$ cat config.mk
export PLATFORM = sky130hd
export DESIGN_NAME = unary_shift_mac
export DESIGN_NICKNAME = d
export VERILOG_FILES = /design/src/rtl/unary_shift_mac.sv
export SDC_FILE = /design/constraint.sdc
export NUM_CORES = 1
export LEC_CHECK = 0
export CAP_MARGIN = 40
export CORE_MARGIN = 2
export CORE_UTILIZATION = 55
export DETAILED_ROUTE_END_ITERATION = 8
export PLACE_DENSITY_LB_ADDON = 0.25
export SLEW_MARGIN = 5
export SYNTH_ARGS = -nofsm -noshare
export SYNTH_HDL_FRONTEND = slang
export SYNTH_SLANG_ARGS = --single-unit
export TNS_END_PERCENT = 100
$ cat constraint.sdc
create_clock -name clk -period 1.95 [get_ports clk]
set_input_delay 0.39 -clock clk [delete_from_list [all_inputs] [get_ports clk]]
set_output_delay 0.39 -clock clk [all_outputs]
set_load 0.05 [all_outputs]
$ cat src/rtl/unary_shift_mac.sv
// Unary-coded multiply-accumulate. It counts the high cycles on a, b and c,
// then replays b's count once per unit of a, and then appends c's count.
// The result leaves on out as one contiguous high pulse train.
module unary_shift_mac #(
    parameter int unsigned BIN_BITS = 4
) (
    input  logic clk,
    input  logic reset_n,
    input  logic a,
    input  logic b,
    input  logic c,
    output logic out
);

    localparam logic [BIN_BITS-1:0] CNT_MAX = '1;
    localparam logic [BIN_BITS-1:0] CNT_ONE = BIN_BITS'(1);

    typedef enum logic [1:0] {
        IDLE     = 2'd0,
        COLLECT  = 2'd1,
        EMIT_MUL = 2'd2,
        EMIT_ADD = 2'd3
    } state_t;

    state_t              state;
    logic [BIN_BITS-1:0] cnt_a;
    logic [BIN_BITS-1:0] cnt_b;
    logic [BIN_BITS-1:0] cnt_c;
    logic [BIN_BITS-1:0] inner;
    logic [BIN_BITS-1:0] outer;

    // Operation sequencer: collect the operand counts, then drive the product and the addend onto out.
    // out is set on the same edge that picks the next state, so it is high in exactly the emitting cycles.
    // cnt_c also serves as the down-counter for the addend phase.
    always_ff @(posedge clk or negedge reset_n) begin
        if (!reset_n) begin
            state <= IDLE;
            cnt_a <= '0;
            cnt_b <= '0;
            cnt_c <= '0;
            inner <= '0;
            outer <= '0;
            out   <= 1'b0;
        end else begin
            case (state)
                IDLE: begin
                    out   <= 1'b0;
                    inner <= '0;
                    outer <= '0;
                    cnt_a <= BIN_BITS'(a);
                    cnt_b <= BIN_BITS'(b);
                    cnt_c <= BIN_BITS'(c);
                    if (a || b || c) begin
                        state <= COLLECT;
                    end
                end

                COLLECT: begin
                    if (a || b || c) begin
                        if (a && (cnt_a != CNT_MAX)) cnt_a <= cnt_a + CNT_ONE;
                        if (b && (cnt_b != CNT_MAX)) cnt_b <= cnt_b + CNT_ONE;
                        if (c && (cnt_c != CNT_MAX)) cnt_c <= cnt_c + CNT_ONE;
                    end else if ((cnt_a != '0) && (cnt_b != '0)) begin
                        state <= EMIT_MUL;
                        inner <= cnt_b;
                        outer <= cnt_a;
                        out   <= 1'b1;
                    end else if (cnt_c != '0) begin
                        state <= EMIT_ADD;
                        out   <= 1'b1;
                    end else begin
                        state <= IDLE;
                        cnt_a <= '0;
                        cnt_b <= '0;
                    end
                end

                EMIT_MUL: begin
                    if (inner == CNT_ONE) begin
                        if (outer == CNT_ONE) begin
                            // Product complete: continue with the addend, or finish.
                            if (cnt_c != '0) begin
                                state <= EMIT_ADD;
                                out   <= 1'b1;
                            end else begin
                                state <= IDLE;
                                out   <= 1'b0;
                                cnt_a <= '0;
                                cnt_b <= '0;
                            end
                        end else begin
                            inner <= cnt_b;
                            outer <= outer - CNT_ONE;
                            out   <= 1'b1;
                        end
                    end else begin
                        inner <= inner - CNT_ONE;
                        out   <= 1'b1;
                    end
                end

                EMIT_ADD: begin
                    if (cnt_c == CNT_ONE) begin
                        state <= IDLE;
                        out   <= 1'b0;
                        cnt_a <= '0;
                        cnt_b <= '0;
                        cnt_c <= '0;
                    end else begin
                        cnt_c <= cnt_c - CNT_ONE;
                        out   <= 1'b1;
                    end
                end

                default: begin
                    state <= IDLE;
                    out   <= 1'b0;
                end
            endcase
        end
    end

endmodule

==> Word level (Yosys, flattened, before mapping) <==
Cells that the tools add are included.
{ "word_totals": {"register_bits": 23, "in_bits": 5} }
{ "op_classes": {"add_sub_neg": 6, "n_eq_ne": 23, "mux": 45, "n_reduce_logical": 19} }
{ "ops": {"columns": ["cell", "count"], "rows": [
  ["4-bit two-way mux", 24],
  ["4-bit case mux with 3 select lines", 3],
  ["4-bit case mux with 4 select lines", 2],
  ["5-bit AND reduction", 4],
  ["2-bit inequality test, second input constant", 9],
  ["3-bit inequality test, second input constant", 5],
  ["2-bit two-way mux", 7],
  ["4-bit by 1-bit adder with 4-bit output, second input constant", 3],
  ["4-bit by 1-bit equality test with 1-bit output, second input constant", 3],
  ["4-bit inequality test, second input constant", 3],
  ["4-bit nonzero test", 3],
  ["4-bit by 1-bit subtractor with 4-bit output, second input constant", 3],
  ["2-bit case mux with 4 select lines", 1],
  ["1-bit two-way mux", 7],
  ["3-bit nonzero test", 2],
  ["2-bit equality test, second input constant", 2],
  ["1-bit logical AND", 4],
  ["1-bit case mux with 4 select lines", 1],
  ["4-bit AND reduction", 1],
  ["3-bit AND reduction", 1],
  ["2-bit by 1-bit equality test with 1-bit output, second input constant", 1],
  ["2-bit zero test", 1],
  ["1-bit logical OR", 2],
  ["2-bit AND reduction", 1]
]} }

==> Longest topological paths before layout <==
{ "depth": {"ltp_word": 5, "depth_mapped": 8} }

==> Least setup slack after synthesis <==
Ideal clock, no wire load.
{ "synth_timing": {"kind": "register -> register", "startpoint": "reg cnt_b[0]", "endpoint": "reg cnt_a[2]", "setup_ps": 125, "t_arrival_ps": 1935, "setup_slack_ps": -110, "path_stages_with_launch": 7, "cell_sequence": "dfrtp_1 > inv_1 > ha_1 > nor3b_1 > o21ai_0 > a211oi_2 > mux2_2"} }
{ "synth_between": {"elab_chain_len": 4} }
{ "synth_rtl": {"columns": ["item", "line_no", "source"], "rows": [
  ["start, declared", "27", "logic [BIN_BITS-1:0] cnt_b;"],
  ["start signal, assigned", "51", "cnt_b <= BIN_BITS'(b);"],
  ["start signal, assigned", "61", "if (b && (cnt_b != CNT_MAX)) cnt_b <= cnt_b + CNT_ONE;"],
  ["4-bit nonzero test", "63", "end else if ((cnt_a != '0) && (cnt_b != '0)) begin"],
  ["1-bit logical AND", "63", null],
  ["3-bit inequality test (no source line)", null, null],
  ["5-bit AND reduction (no source line)", null, null],
  ["end signal, assigned", "50", "cnt_a <= BIN_BITS'(a);"],
  ["end signal, assigned", "60", "if (a && (cnt_a != CNT_MAX)) cnt_a <= cnt_a + CNT_ONE;"],
  ["end, declared", "26", "logic [BIN_BITS-1:0] cnt_a;"]
]} }
No other way between the ends.
A chain may end at the register's enable or synchronous reset.

==> Worst setup path in the final report <==
{ "layout_timing": {"startpoint": "reg outer[1]", "endpoint": "reg cnt_b[1]"} }
{ "layout_between": {"elab_chain_len": 3} }
{ "layout_rtl": {"columns": ["item", "line_no", "source"], "rows": [
  ["start, declared", "30", "logic [BIN_BITS-1:0] outer;"],
  ["start signal, assigned", "66", "outer <= cnt_a;"],
  ["start signal, assigned", "93", "outer <= outer - CNT_ONE;"],
  ["4-bit by 1-bit equality test with 1-bit output", "80", "if (outer == CNT_ONE) begin"],
  ["2-bit inequality test (no source line)", null, null],
  ["5-bit AND reduction (no source line)", null, null]
]} }
No other way between the ends.

==> impl_metrics.csv <==
group,metric,value,unit
logic_synthesis,async_reset_ff_share,100,%
sta,final.period_utilization,102,%
logic_synthesis,syn_nets,250,
final_layout,drive_gt1_share,38.8,%
clocking,path_clk_slew,150,ps
logic_synthesis,synth_common_cells,"dfrtp_1, inv_1, ha_1",
sta,finalWorstPathRequiredPeriod,1990,ps
clocking,htree_levels,1,
final_layout,nets,314,
final_layout,n_antenna_cell,0,
drt,dr.pass1.iters,5,
floorplanning,rows,21,
sta,slew_violations,0,
sta,whs,434,ps
logic_synthesis,netlist_area,0.00201,mm²
floorplanning,die_h,64.5,µm
worst_setup_path,crit_arrival,2230,ps
global_routing,grt_pass1_vias,2133,
floorplanning,coreArea,0.00342,mm²
worst_setup_path,slowest_delay,420,ps
drt,routed_wl,6520,µm
placed_design,globalplace.congestion,0.913,
global_routing,antenna_found_initial,0,
drt,drt_iter0_markers,237,
sta,worst_pin_slew,528,ps
worst_setup_path,worstSetupPathType,"reg -> reg",
min_path,hp-class,"in -> async",
logic_synthesis,ys_types,59,
status,outcome,"finished, violations left",
power_and_ir_drop,power.density,1730,mW/mm²
clocking,clock_latency,340,ps
placed_design,dpl_cell_area,0.00256,mm²
drt,routed_via_density,6.50,
floorplanning,dieArea,0.00416,mm²
global_routing,grt_usage,32.3,%
logic_synthesis,synth.area.top_cells,"dfrtp_1, ha_1, inv_1",
clocking,cts_sinks,23,
worst_setup_path,cp_num_buf_inv,1,
drt,ant_nets,0,
final_layout,final_area,0.00282,mm²
sta,relSlewSlack,64.8,%
sta,setup_viol,5,
sta,fmax,0.502,GHz
power_and_ir_drop,power_leakage,1.25,nW
worst_setup_path,crit_path_cell_trace,"inv_2 -> ha_4 -> or3b_4 -> a22o_4 -> a211oi_4 -> mux2_4",
clocking,cts_made_buffers,3,
drt,post_drt_wl_per_cell,19.4,µm
drt,num_vias,2190,
logic_synthesis,syn_area_per_cell,8.82,µm²
run,max-cap-violations,0,
logic_synthesis,synth_warnings,0,
final_layout,areaGrowthSynthToFinish,40.0,%
sta,final.setup.worst_slack,-40.8,ps
logic_synthesis,postSynthCellCount,228,
worst_setup_path,cp.required,2190,ps
worst_setup_path,crit_path_top_delay_cell,"dfrtp_1",
logic_synthesis,synth-seq-cells,23,
sta,tns,-160,ps
logic_synthesis,yosysTopAreaCell,"dfrtp_1",
logic_synthesis,synth-edff-count,0,
global_routing,grt_pass1_wl,10300,µm
clocking,cts_root_buffer,"clkbuf_4",
logic_synthesis,synth-main-ff-cell,"dfrtp_1",
floorplanning,die-width,64.5,µm
worst_setup_path,cp-end-kind,"register",
clocking,clock_path_buffers,2,
sta,grt_setup_unrepaired,"yes",
global_routing,grt_max_degree,24,
sta,clock_skew,6.00,ps
worst_setup_path,start_kind,"register",
floorplanning,boundaryPins,6,
floorplanning,initial_core_util,58.9,%
logic_synthesis,ys_seq_area_share,28.6,%
power_and_ir_drop,power.total,4.87,mW
sta,hold_viol,0,
logic_synthesis,yosysMostFrequentCell,"dfrtp_1",
worst_setup_path,worstPathMaxFanout,4,
drt,drc,0,
worst_setup_path,critPathTopFamily,"compound AO/OA/AOI/OAI gates",
power_and_ir_drop,peakVddDrop,1.15,mV
clocking,cts_tree,"yes",
placed_design,hpwl,4200,µm
placed_design,port_buffers,5,
logic_synthesis,synth_top_area_share,28.6,%
global_routing,grt_overflow,0,
status,violations,"negative setup slack",
final_layout,fin_util,82.5,%
==> per-stage QoR <==
step	instances	setup WS (ps)
after floorplan	228	-48.6
after global placement	323	-271
after detailed placement	323	-363
after CTS	335	-29.4
after global routing	337	-133
final	337	-40.8
==> power breakdown <==
group / switching [mW] / internal, mW
Combinational: 1.90 / 1.94
Clock: 0.173 / 0.0773
Sequential: 0.134 / 0.645
Total: 2.20 / 2.66
==> sequential cells by signal, summed over array words and instances, names as in the netlist <==
signal / count
outer: 4
cnt_c: 4
cnt_a: 4
inner: 4
out: 1
cnt_b: 4
state: 2
==> path summary, 6_finish.rpt <==
kind | start | depth (start not counted) | endpoint | slack, ps
max | outer[1] | 6 | cnt_b[1] | -40
min | reset_n | 2 | state[1] | 430
max reg2reg | outer[1] | 6 | cnt_b[1] | -40
min reg2reg | out | 1 | out | 550
max in group asynchronous | reset_n | 2 | cnt_c[0] | 1260
min in group clk | out | 1 | out | 550
==> placed cells by master, fill, tap and decap left out, types with 7 or more instances in the layout <==
cell type	n
buf_4	61
dfrtp_1	22
inv_1	16
nand2_1	12
nand3_1	11
ha_1	9
nor2_1	8
a21oi_1	8
a31oi_1	7
mux2i_1	7
==> routing by layer <==
layer	global-route usage [%]	up-vias	part of all wire, %
met3	5.73	48	8.3
met2	53.9	123	48
met5	0	-	0
met4	15.7	0	5.2
li1	-	986	-
met1	40.5	1033	39
==> repair_timing <==
action,in CTS,in global routing
pin swaps,8,4
hold buffers,0,0
endpoints found under the setup margin,10,20
gates cloned,1,0
hold endpoints to repair,0,0
buffers inserted,7,2
resized for setup,18,18
==> cell type report <==
| type | count | area, µm² |
|---|---|---|
| multi-input cells | 172 | 1480 |
| fillers | 197 | 599 |
| clock inverters | 1 | 5.00 |
| well taps | 46 | 57.6 |
| clock buffers | 3 | 22.5 |
| inverters | 20 | 75.1 |
| repair buffers | 72 | 596 |
| flip-flops and latches | 23 | 577 |
==> cell families after synthesis <==
kind of cell               share of synthesized area, %
xor gates and xnor gates                          0.871
DFF                                                28.6
adders and majority gates                          10.6
buffers and inverters                              6.34
and+or+nand+nor                                    18.4
muxes                                              7.03
AOI/OAI and AO/OA                                  28.2
(Power assumes the default switching activity.)
